<file path="src/rtl/sync_sp_memory.sv">
// Single-port synchronous RAM with a shared address, read-first read-during-write and 1-cycle registered read.
// Optional VALID_READY_EN adds a valid/ready request handshake; the default build omits those ports.
module sync_sp_memory #(
  parameter int WIDTH      = 16,
  parameter int DEPTH      = 128,
  parameter int ADDR_WIDTH = 7
) (
  input  logic                  clk,
  input  logic                  rst,
  input  logic [ADDR_WIDTH-1:0] addr,
  input  logic [WIDTH-1:0]      w_data,
  input  logic                  w_en,
  input  logic                  r_en,
  output logic [WIDTH-1:0]      r_data
`ifdef VALID_READY_EN
  ,
  input  logic                  valid,
  output logic                  ready
`endif
);

  reg [WIDTH-1:0] mem [0:DEPTH-1];

  logic [WIDTH-1:0] r_data_q, r_data_d;
  logic             acc_ok;
  logic             in_range;

  assign in_range = (32'(addr) < DEPTH);

`ifdef VALID_READY_EN
  logic ready_q;

  always_ff @(posedge clk) begin
    if (rst) ready_q <= 1'b0;
    else     ready_q <= 1'b1;
  end

  assign acc_ok = valid && ready_q;
  assign ready  = ready_q;
`else
  assign acc_ok = 1'b1;
`endif

  // Storage has no reset; contents survive rst and stay X until written or loaded.
  always_ff @(posedge clk) begin
    if (!rst && acc_ok && w_en && in_range) mem[addr] <= w_data;
  end

  always_comb begin
    r_data_d = r_data_q;
    if (acc_ok && r_en) r_data_d = in_range ? mem[addr] : '0;
  end

  // The nonblocking write above lands after this sample, which gives read-first behaviour.
  always_ff @(posedge clk) begin
    if (rst) r_data_q <= '0;
    else     r_data_q <= r_data_d;
  end

  assign r_data = r_data_q;

endmodule

</file>
<file path="config.mk">
export PLATFORM = sky130hd
export DESIGN_NAME = sync_sp_memory
export DESIGN_NICKNAME = d
export VERILOG_FILES = /design/src/rtl/sync_sp_memory.sv
export SDC_FILE = /design/constraint.sdc
export NUM_CORES = 2
export LEC_CHECK = 0
export ABC_AREA = 1
export BUFFER_PORTS_ARGS = -buffer_cell sky130_fd_sc_hd__buf_2
export CAP_MARGIN = 30
export CORE_MARGIN = 2
export CORE_UTILIZATION = 48
export DETAILED_ROUTE_END_ITERATION = 10
export PLACE_DENSITY = 0.69
export SYNTH_ARGS = -nofsm -noshare
export SYNTH_HDL_FRONTEND = slang
export SYNTH_SLANG_ARGS = --single-unit
</file>
<file path="constraint.sdc">
create_clock -name clk -period 2.52 [get_ports clk]
set_clock_uncertainty 0.05 [all_clocks]
set_input_delay 0.252 -clock clk [delete_from_list [all_inputs] [get_ports clk]]
set_output_delay 0.252 -clock clk [all_outputs]
set_load 0.05 [all_outputs]
</file>
==> flow_summary.yaml <==
grt:
  grt_overflow: 0
  grt_pass1_vias: 57400
  grtUsageTotal_pct: 26.7
  grt_pass1_wl_um: 362000
  antenna_found_initial: 5
  grt_max_degree: 103
clocking:
  cts_tree: "built"
  root_buffer: "clkbuf_16"
  post_cts_buffers: 0
  cts_num_sinks: 2064
  clk_pin_slew_ns: 0.06
  clk_latency_ns: 0.87
  htree_levels: 4
  cts_buffer_depth: 3
  cts_buffers: 205
layout:
  area_growth_syn_to_layout_pct: 16.8
  drive_gt1_share_pct: 9.71
  utilization_pct: 56.2
  layout.nets: 8530
logic_synthesis:
  synth_nets: 8226
  syn_inst: 8199
  yosys_warnings: 0
  synth_edf_count: 2048
  netlist_area_um2: 85800
  async_flop_share_pct: 0
  synth_ff_type: "edfxtp_1"
  ys_seq_area_share_pct: 72.1
  ys_seq_elements: 2064
  synth_cell_types: 25
  syn_avg_cell_area_um2: 10.5
timing:
  setup_slack_ns: 0.337
  hold_violations: 0
  rsz0062_at_grt: "false"
  slew_viol_final: 0
  finalSetupViolations: 0
  fmax_mhz: 458
  slew_headroom_pct: 38.9
  fin_crit_sh_pct: 86.6
  tightest_slew_ns: 0.907
  period_minus_slack_ns: 2.18
floorplanning:
  fp.coreArea_um2: 178000
  die_area_um2: 182000
  ioPinCount: 43
  fp.dieW_um: 427
  die_h_um: 427
  num_rows: 155
  start_util_pct: 48.2
pwr:
  ir_worst_vdd_mv: 0.714
  power_density_nw_per_um2: 733
  p_leak_uw: 0.0405
hold_path:
  hp-class: "input pin to flip-flop"
  hp-start: "addr[6]"
worst_setup_path:
  r2r-start: "mem[34][2]$_DFFE_PP_"
  cp_slowest_stage_delay_ns: 0.59
  startpoint: "mem[34][2]$_DFFE_PP_"
  cp.arrival_ns: 2.88
  startpoint_type: "flip-flop"
  crit_slowest_cell: "o21ai_0"
  timing_worst_setup_path_type: "flip-flop to flip-flop"
  path_max_fanout: 1
  path_cells: "nand2_1, nand2_1, nand2_1, nand2_1, nand2_1, nand2_1, nand2_1, nand2_1, o21ai_0, nand3_1, nor2_1, nor2_1"
  crit_path_end_kind: "flip-flop"
  cp.required_ns: 3.22
  worst_path_most_repeated_cell: "nand2_1"
drt:
  m1WireLength_um: 95800
  vias: 60100
  via_per_inst: 5.45
  top_layer: "met5"
  wl_met2_um: 113000
  finalWirelength_um: 243000
  ant_nets: 0
  route.met3.wl_um: 23000
  routedWlPerCell_um: 22.1
  firstDrtPassIters: 9
  drc_errors: 0
  drtIter0Drc: 7772
placed_design:
  numPortBuffers: 42
  place.gp.congestion: 0.945
  post-place-ws_ns: -0.239
  place_hpwl_um: 148000
run_status:
  status: "finished clean"
job:
  max_cap_viol_count: 0
[kinds of logic after synthesis]
group                  count (synthesis)  share of synthesized area [%]
AO/OA/AOI/OAI                        265                           1.60
buffers and inverters                464                           2.38
flip-flops                          2064                           72.1
AND/OR/NAND/NOR                     5406                           23.9
[path summary, 6_finish.rpt]
kind | to | slack (ns) | depth (start not counted)
worst max-delay path | r_data[2]$_SDFFE_PP0P_ | 0.34 | 12
worst min register to register | r_data[4]$_SDFFE_PP0P_ | 0.54 | 2
worst max register to register | r_data[2]$_SDFFE_PP0P_ | 0.34 | 12
worst min-delay path | r_data[9]$_SDFFE_PP0P_ | 0.19 | 8
[state kept, by name, indices dropped and copies added, names as in the netlist]
name    count
r_data     16
mem      2048
[stage by stage]
stage | hold WS [ns] | TNS, ns | std cells | power [uW] | instance area [um2]
final | 0.194 | 0 | 11000 | 73400 | 100000
after floorplan | 0.301 | -11.12 | 8199 | 41000 | 85800
after detailed placement | 0.510 | -1.04 | 10600 | 43500 | 93200
after CTS | 0.130 | 0 | 11000 | 73600 | 100000
after global routing | 0.192 | 0 | 11000 | 75400 | 100000
after global placement | 0.510 | -1.02 | 10600 | 43400 | 93200
[cells in the final DEF, fill, tap and decap left out, drive strengths merged, types with 41 or more instances in the layout]
master / count
nand4: 41
edfxtp: 2048
buf: 513
nor2: 232
nand2: 5046
clkbuf: 243
nand3: 74
a21oi: 115
o21ai: 132
clkinv: 101
[cells in the mapped netlist, types with 4 or more instances]
master | count | area (um2)
a21oi_1 | 115 | 576
a22oi_1 | 8 | 60.1
buf_1 | 54 | 203
buf_2 | 181 | 906
buf_4 | 12 | 90.1
buf_6 | 4 | 45.0
clkbuf_1 | 184 | 691
dfxtp_1 | 16 | 320
edfxtp_1 | 2048 | 61500
inv_1 | 26 | 97.6
nand2_1 | 5045 | 18900
nand3_1 | 74 | 370
nand3b_1 | 4 | 30.0
nand4_1 | 41 | 257
nor2_1 | 232 | 871
o211ai_1 | 6 | 45.0
o21a_1 | 4 | 30.0
o21ai_0 | 109 | 546
o21ai_1 | 23 | 115
or2_1 | 4 | 25.0
[critical path, delay by kind of cell (launching register included)]
family | cells | cell delay (ns)
DFF | 1 | 0.36
and+or+nand+nor | 11 | 1.06
AOI/OAI and AO/OA | 1 | 0.59
[power breakdown]
part	switching [uW]	total (uW)	internal, uW
combinational	3620	4990	1370
clock	13200	30500	17300
sequential	65.4	37900	37800
[layout make-up]
cell class              instances  area [um2]
repair buffers                532        6550
flip-flops and latches       2064       61800
multi-input cells            5671       22000
fillers                     14600       77900
inverters                      29         131
diodes                          2        5.00
clock inverters               140        1390
clock buffers                 242        5320
well taps                    2355        2950
[what timing repair did]
item                      CTS  global route
resized for setup           0             0
hold endpoints to repair  567             0
hold buffers               18             0
[metal layers]
| layer | track usage, % | vias up |
|---|---|---|
| met5 | 0 | - |
| met4 | 11.8 | 2 |
| met3 | 4.33 | 501 |
| met2 | 42.2 | 3024 |
| met1 | 36.5 | 29000 |
| li1 | - | 27600 |
Power figures use the tool's default switching activity.
